--- src/rtl/mem_reg_pkg.sv ---
// Shared MEM/WB definitions: field widths, enable polarities, exception
// codes, bus-wait FSM states and the packed MEM/WB register payload.
package mem_reg_pkg;

    localparam int unsigned DATA_W = 32;
    localparam int unsigned PC_W   = 30;
    localparam int unsigned OP_W   = 2;
    localparam int unsigned ADDR_W = 5;
    localparam int unsigned EXP_W  = 3;

    // Polarity constants shared across the CPU
    localparam logic ENABLE   = 1'b1;
    localparam logic DISABLE  = 1'b0;
    localparam logic DISABLE_ = 1'b1;

    // Exception codes
    localparam logic [EXP_W-1:0] EXP_NO_EXP      = 3'h0;
    localparam logic [EXP_W-1:0] EXP_MISS_ALIGN  = 3'h4;
    localparam logic [EXP_W-1:0] EXP_BUS_TIMEOUT = 3'h7;

    // Bus-wait FSM states
    typedef enum logic {
        MEM_ST_IDLE = 1'b0,
        MEM_ST_WAIT = 1'b1
    } mem_st_e;

    // MEM/WB register payload
    typedef struct packed {
        logic [PC_W-1:0]   pc;
        logic              en;
        logic              br_flag;
        logic [OP_W-1:0]   ctrl_op;
        logic [ADDR_W-1:0] dst_addr;
        logic              gpr_we_;
        logic [EXP_W-1:0]  exp_code;
        logic [DATA_W-1:0] data;
    } mem_wb_t;

    // Bubble: invalid slot, no GPR write, no exception; also the reset value
    localparam mem_wb_t MEM_WB_BUBBLE = '{
        pc:       '0,
        en:       DISABLE,
        br_flag:  DISABLE,
        ctrl_op:  '0,
        dst_addr: '0,
        gpr_we_:  DISABLE_,
        exp_code: EXP_NO_EXP,
        data:     '0
    };

endpackage

--- src/rtl/mem_wait_fsm.sv ---
// Bus-wait FSM with saturating timeout counter.
// Ports:
//   clk, reset    - clock, synchronous active-high reset
//   i_flush       - forces IDLE and clears the counter
//   i_acc_req     - valid bus access this cycle
//   i_rdy_        - bus ready, active low
//   o_busy_c      - combinational stall request while waiting on the bus
//   o_timeout_c   - combinational pulse when the wait budget is exhausted
module mem_wait_fsm
    import mem_reg_pkg::*;
#(
    parameter int unsigned WAIT_TIMEOUT = 16,
    parameter int unsigned TO_CNT_W     = 8
) (
    input  logic clk,
    input  logic reset,
    input  logic i_flush,
    input  logic i_acc_req,
    input  logic i_rdy_,
    output logic o_busy_c,
    output logic o_timeout_c
);

    localparam logic [TO_CNT_W-1:0] CNT_LIMIT = TO_CNT_W'(WAIT_TIMEOUT);
    localparam logic [TO_CNT_W-1:0] CNT_MAX   = '1;
    localparam logic [TO_CNT_W-1:0] CNT_ONE   = TO_CNT_W'(1);

    mem_st_e             r_state;
    mem_st_e             w_state_nxt;
    logic [TO_CNT_W-1:0] r_cnt;
    logic [TO_CNT_W-1:0] w_cnt_nxt;

    // State and counter registers
    always_ff @(posedge clk) begin
        if (reset) begin
            r_state <= MEM_ST_IDLE;
            r_cnt   <= '0;
        end else begin
            r_state <= w_state_nxt;
            r_cnt   <= w_cnt_nxt;
        end
    end

    // Next state, counter and stall/timeout outputs
    always_comb begin
        w_state_nxt = r_state;
        w_cnt_nxt   = r_cnt;
        o_busy_c    = 1'b0;
        o_timeout_c = 1'b0;

        case (r_state)
            MEM_ST_IDLE: begin
                // Zero-wait accesses complete here without stalling
                if (i_acc_req && i_rdy_) begin
                    w_state_nxt = MEM_ST_WAIT;
                    w_cnt_nxt   = CNT_ONE;
                    o_busy_c    = 1'b1;
                end
            end
            MEM_ST_WAIT: begin
                o_busy_c = i_rdy_;
                if (!i_rdy_) begin
                    w_state_nxt = MEM_ST_IDLE;
                    w_cnt_nxt   = '0;
                end else if (r_cnt == CNT_LIMIT) begin
                    // Release the stall so the timeout exception gets captured
                    w_state_nxt = MEM_ST_IDLE;
                    w_cnt_nxt   = '0;
                    o_busy_c    = 1'b0;
                    o_timeout_c = 1'b1;
                end else if (r_cnt != CNT_MAX) begin
                    w_cnt_nxt = r_cnt + CNT_ONE;
                end
            end
            default: begin
                w_state_nxt = MEM_ST_IDLE;
                w_cnt_nxt   = '0;
            end
        endcase

        if (i_flush) begin
            w_state_nxt = MEM_ST_IDLE;
            w_cnt_nxt   = '0;
        end

        // Stall request drops in the reset cycle itself
        if (reset) begin
            o_busy_c    = 1'b0;
            o_timeout_c = 1'b0;
        end
    end

endmodule

--- src/rtl/mem_reg.sv ---
// MEM/WB pipeline register: captures the memory-access result and EX/MEM
// control fields, stalls on slow bus accesses and folds misalignment and
// bus timeouts into the exception code.
// Ports:
//   clk, reset            - clock, synchronous active-high reset
//   stall, flush          - controller hold / bubble insertion
//   mem_out_in            - memory-access result
//   miss_align            - misaligned-access flag
//   as_, rdy_             - bus address strobe / ready, active low
//   ex_*                  - EX/MEM register fields
//   busy                  - combinational stall request to the controller
//   mem_*                 - registered MEM/WB fields
module mem_reg
    import mem_reg_pkg::*;
#(
    parameter int unsigned WAIT_TIMEOUT = 16,
    parameter int unsigned TO_CNT_W     = 8
) (
    input  logic              clk,
    input  logic              reset,
    input  logic              stall,
    input  logic              flush,
    input  logic [DATA_W-1:0] mem_out_in,
    input  logic              miss_align,
    input  logic              as_,
    input  logic              rdy_,
    input  logic [PC_W-1:0]   ex_pc,
    input  logic              ex_en,
    input  logic              ex_br_flag,
    input  logic [OP_W-1:0]   ex_ctrl_op,
    input  logic [ADDR_W-1:0] ex_dst_addr,
    input  logic              ex_gpr_we_,
    input  logic [EXP_W-1:0]  ex_exp_code,
    output logic              busy,
    output logic [PC_W-1:0]   mem_pc,
    output logic              mem_en,
    output logic              mem_br_flag,
    output logic [OP_W-1:0]   mem_ctrl_op,
    output logic [ADDR_W-1:0] mem_dst_addr,
    output logic              mem_gpr_we_,
    output logic [EXP_W-1:0]  mem_exp_code,
    output logic [DATA_W-1:0] mem_out
);

    logic             w_acc_req;
    logic             w_timeout;
    logic [EXP_W-1:0] w_exp_code;
    mem_wb_t          r_wb;
    mem_wb_t          w_wb_nxt;

    assign w_acc_req = ex_en & ~as_;

    mem_wait_fsm #(
        .WAIT_TIMEOUT (WAIT_TIMEOUT),
        .TO_CNT_W     (TO_CNT_W)
    ) u_wait_fsm (
        .clk         (clk),
        .reset       (reset),
        .i_flush     (flush),
        .i_acc_req   (w_acc_req),
        .i_rdy_      (rdy_),
        .o_busy_c    (busy),
        .o_timeout_c (w_timeout)
    );

    // Exception select: upstream code beats local detection
    always_comb begin
        w_exp_code = EXP_NO_EXP;
        if (ex_exp_code != EXP_NO_EXP) begin
            w_exp_code = ex_exp_code;
        end else if (miss_align) begin
            w_exp_code = EXP_MISS_ALIGN;
        end else if (w_timeout) begin
            w_exp_code = EXP_BUS_TIMEOUT;
        end
    end

    // Register next value: flush > hold > exception > normal
    always_comb begin
        w_wb_nxt = r_wb;
        if (flush) begin
            w_wb_nxt = MEM_WB_BUBBLE;
        end else if (stall || busy) begin
            w_wb_nxt = r_wb;
        end else if (w_exp_code != EXP_NO_EXP) begin
            // Faulting instruction stays valid for the controller but never writes back
            w_wb_nxt.pc       = ex_pc;
            w_wb_nxt.en       = ENABLE;
            w_wb_nxt.br_flag  = DISABLE;
            w_wb_nxt.ctrl_op  = ex_ctrl_op;
            w_wb_nxt.dst_addr = ex_dst_addr;
            w_wb_nxt.gpr_we_  = DISABLE_;
            w_wb_nxt.exp_code = w_exp_code;
            w_wb_nxt.data     = '0;
        end else begin
            w_wb_nxt.pc       = ex_pc;
            w_wb_nxt.en       = ex_en;
            w_wb_nxt.br_flag  = ex_br_flag;
            w_wb_nxt.ctrl_op  = ex_ctrl_op;
            w_wb_nxt.dst_addr = ex_dst_addr;
            w_wb_nxt.gpr_we_  = ex_gpr_we_;
            w_wb_nxt.exp_code = EXP_NO_EXP;
            w_wb_nxt.data     = mem_out_in;
        end
    end

    // MEM/WB register bank
    always_ff @(posedge clk) begin
        if (reset) begin
            r_wb <= MEM_WB_BUBBLE;
        end else begin
            r_wb <= w_wb_nxt;
        end
    end

    assign mem_pc       = r_wb.pc;
    assign mem_en       = r_wb.en;
    assign mem_br_flag  = r_wb.br_flag;
    assign mem_ctrl_op  = r_wb.ctrl_op;
    assign mem_dst_addr = r_wb.dst_addr;
    assign mem_gpr_we_  = r_wb.gpr_we_;
    assign mem_exp_code = r_wb.exp_code;
    assign mem_out      = r_wb.data;

endmodule
--- config.mk ---
export PLATFORM = sky130hd
export DESIGN_NAME = mem_reg
export DESIGN_NICKNAME = d
export VERILOG_FILES = /design/src/rtl/mem_reg_pkg.sv /design/src/rtl/mem_wait_fsm.sv /design/src/rtl/mem_reg.sv
export SDC_FILE = /design/constraint.sdc
export NUM_CORES = 1
export LEC_CHECK = 0
export CORE_MARGIN = 2
export CORE_UTILIZATION = 40
export CTS_CLUSTER_SIZE = 30
export DETAILED_ROUTE_END_ITERATION = 8
export PLACE_DENSITY = 0.83
export SLEW_MARGIN = 40
export SYNTH_ARGS = -nofsm -noshare
export SYNTH_HDL_FRONTEND = slang
export SYNTH_SLANG_ARGS = --single-unit
--- constraint.sdc ---
create_clock -name clk -period 2.15 [get_ports clk]
set_input_delay 0.43 -clock clk [delete_from_list [all_inputs] [get_ports clk]]
set_output_delay 0.43 -clock clk [all_outputs]
set_load 0.005 [all_outputs]
==> results.json <==
{
  "async_flop_share": 0,
  "area_growth_pct": 63.1,
  "num_rows": 32,
  "pin_count": 158,
  "vias": 3350,
  "end_kind": "output port",
  "ir_drop_uv": 413,
  "maxCapViolCount": 0,
  "wl_per_cell_microns": 16.0,
  "clk_pin_slew_worst_paths_ns": 0.09,
  "port_buffers": 157,
  "dp_hpwl_mm": 7.26,
  "p_sw_frac": 0.225,
  "cellLeakagePower_uw": 0.00194,
  "grt_max_degree": 42,
  "crit_type": "reg2out",
  "p_int_uw": 2480,
  "fin_ws_ns": 0.112,
  "fill_cells": 644,
  "post-route-util": 0.678,
  "synth_edf_count": 0,
  "yosysWarnings": 0,
  "seqPwrFrac": 0.499,
  "finClkSkew_ns": 0.0135,
  "cp.required_ns": 1.72,
  "die_x_microns": 94.1,
  "power_frac_comb": 0.117,
  "drive_gt1_frac": 0.110,
  "gr-total-overflow": 0,
  "final_nets": 596,
  "cts_tree": "done",
  "post_cts_buffers": 0,
  "finalSetupViolCount": 0,
  "seq_area_frac_synth": 0.518,
  "routed_wl_mm": 9.89,
  "slew_headroom": 0.764,
  "r2r_slack_ns": 0.44,
  "cts_made_buffers": 9,
  "critPathMaxFanout": 2,
  "hp-start": "mem_pc[3]",
  "n_antenna_cell": 0,
  "place.gp.congestion": 0.786,
  "power_density_nw_per_um2": 605,
  "fin_setup_tns_ns": 0,
  "worstMarginPinSlew_ns": 0.351,
  "clkPwrFrac": 0.384,
  "grt_use_total": 0.226,
  "r2r-start": "u_wait_fsm.r_cnt[1]",
  "drv_slew": 0,
  "synth_top_area_frac": 0.518,
  "antenna_found_initial": 0,
  "synthTopCellsByArea": "dfxtp_1 52%, a22o_1 8.9%, a21oi_1 7.6%",
  "cts_sinks": 84,
  "finalPower_uw": 3200,
  "initial_utilization": 0.416,
  "outcome": "finished, final reports clean",
  "hold_viol": 0,
  "drt_iter0_drc": 177,
  "post_synth.cell_area_avg_sq_um": 9.40,
  "crit_path_start_kind": "register",
  "crit_path_end": "busy",
  "fin_crit_ns": 2.04,
  "post-route-drc-count": 0,
  "die_area_sq_um": 8850,
  "layout_worst_path_cycle_share": 0.948,
  "firstDrtPassIters": 4,
  "yosysMostFrequentCell": "dfxtp_1",
  "insertion_delay_ns": 0.35,
  "grt_pass1_wl_mm": 16.0,
  "pre_cts_slack_ns": -0.110,
  "rsz0062_at_grt": "false",
  "min_path_type": "reg2reg",
  "ant_nets": 0,
  "ys.flop_type": "dfxtp_1",
  "clockBufferDepth": 2,
  "die_h_microns": 94.1,
  "synth.distinct_cells": 41,
  "yosys_register_bits": 84,
  "ys_top_cells_by_count": "84 x dfxtp_1, 49 x a21oi_1, 41 x o21ai_0",
  "worstSetupStartpoint": "u_wait_fsm.r_cnt[1]",
  "core-area_sq_um": 7810,
  "synth_top_area_cell": "dfxtp_1",
  "syn_nets": 429,
  "r2r_end": "mem_pc[7]",
  "clock-root-buffer": "clkbuf_8",
  "syn_inst": 345,
  "viasPerCell": 5.41,
  "grt_pass1_vias": 3322,
  "fmax_mhz": 491,
  "switching_power_uw": 719,
  "worstPathArrival_ns": 1.61,
  "hold_slack_ns": 0.478,
  "syn-cell-area_sq_um": 3240,
  "cts_htree_levels": 3,
  "rr_worst_depth": 8
}
## state kept, by name, indices dropped and copies added, names as in the netlist
signal and count:
mem_en 1, mem_pc 30, mem_out 32, mem_gpr_we_ 1, u_wait_fsm.r_cnt 8, mem_exp_code 3, mem_br_flag 1, u_wait_fsm.r_state 1
mem_ctrl_op 2, mem_dst_addr 5
## metrics by stage
stage | area (sq um) | std cells
after global placement | 5070 | 603
after CTS | 5300 | 619
after detailed placement | 5070 | 603
final | 5290 | 619
after global routing | 5290 | 619
after floorplan | 3240 | 345
## cells in the final DEF (no fill, tap or decap), types with 3 or more instances in the layout
cell type and n:
clkdlybuf4s50_1 156, a21oi_1 48, nor3_1 6, nor4_1 3, dfxtp_1 83, nand3_1 39
a22o_1 33, nand2_1 5, clkbuf_8 9, nor2_1 8, o31ai_1 4, nand4_1 3
buf_4 26, or4_1 5, o21ai_0 41, inv_1 4, buf_12 4
## worst min-delay path by stage
stage	end	cells after the start
after floorplan	mem_gpr_we_	2
after global placement	mem_gpr_we_	2
after detailed placement	mem_out[16]	1
after CTS	mem_dst_addr[4]	2
after global routing	mem_out[16]	1
final	mem_pc[3]	2
## layer usage
layer	part of all wire	global-route usage	up-vias
met5	0	0	-
li1	-	-	1613
met2	0.46	0.371	157
met3	0.090	0.0682	16
met1	0.43	0.282	1564
met4	0.018	0.0785	0
## cells by family (layout without fill, tap and decap cells)
| group | after synthesis | in the layout | share of synthesized area |
|---|---|---|---|
| AO/OA/AOI/OAI | 137 | 137 | 0.265 |
| AND/OR/NAND/NOR | 86 | 86 | 0.153 |
| flip-flops | 84 | 84 | 0.518 |
| buffers and inverters | 35 | 207 | 0.0524 |
| adder cells (fa/ha/maj) | 2 | 2 | 0.00771 |
| multiplexers | 1 | 1 | 0.00309 |
## layout make-up
cell class / count / area (sq um) / area share
clock buffer: 11 / 131 / 0.0248
clock inverter: 5 / 85.1 / 0.0161
inverter: 4 / 15.0 / 0.00284
multi-input combinational: 226 / 1410 / 0.266
sequential: 84 / 1680 / 0.318
tap: 102 / 128 / 0.0241
timing repair buffer: 187 / 1840 / 0.348
## worst max-delay path, cell delays in order (launching register included)
cell      delay, ns
dfxtp_1        0.35
inv_1          0.05
ha_1           0.18
and4bb_2       0.24
a21boi_2       0.16
o21a_1         0.17
clkbuf_2       0.12
## repair_timing
item                                    4_1_cts  5_1_grt
gates resized for setup                       4        2
endpoints found under the setup margin        1        1
pin swaps                                     1        2
hold buffers                                  0        0
## power groups by stage
| stage | Combinational [uW] | Clock (uW) | Sequential [uW] |
|---|---|---|---|
| floorplan | 106 | 0 | 1640 |
| global placement | 366 | 0 | 1630 |
| detailed placement | 373 | 0 | 1630 |
| CTS | 376 | 1260 | 1600 |
| global route | 406 | 1330 | 1600 |
| finish | 374 | 1230 | 1600 |
Note: power is estimated with default switching activity, not from simulation.
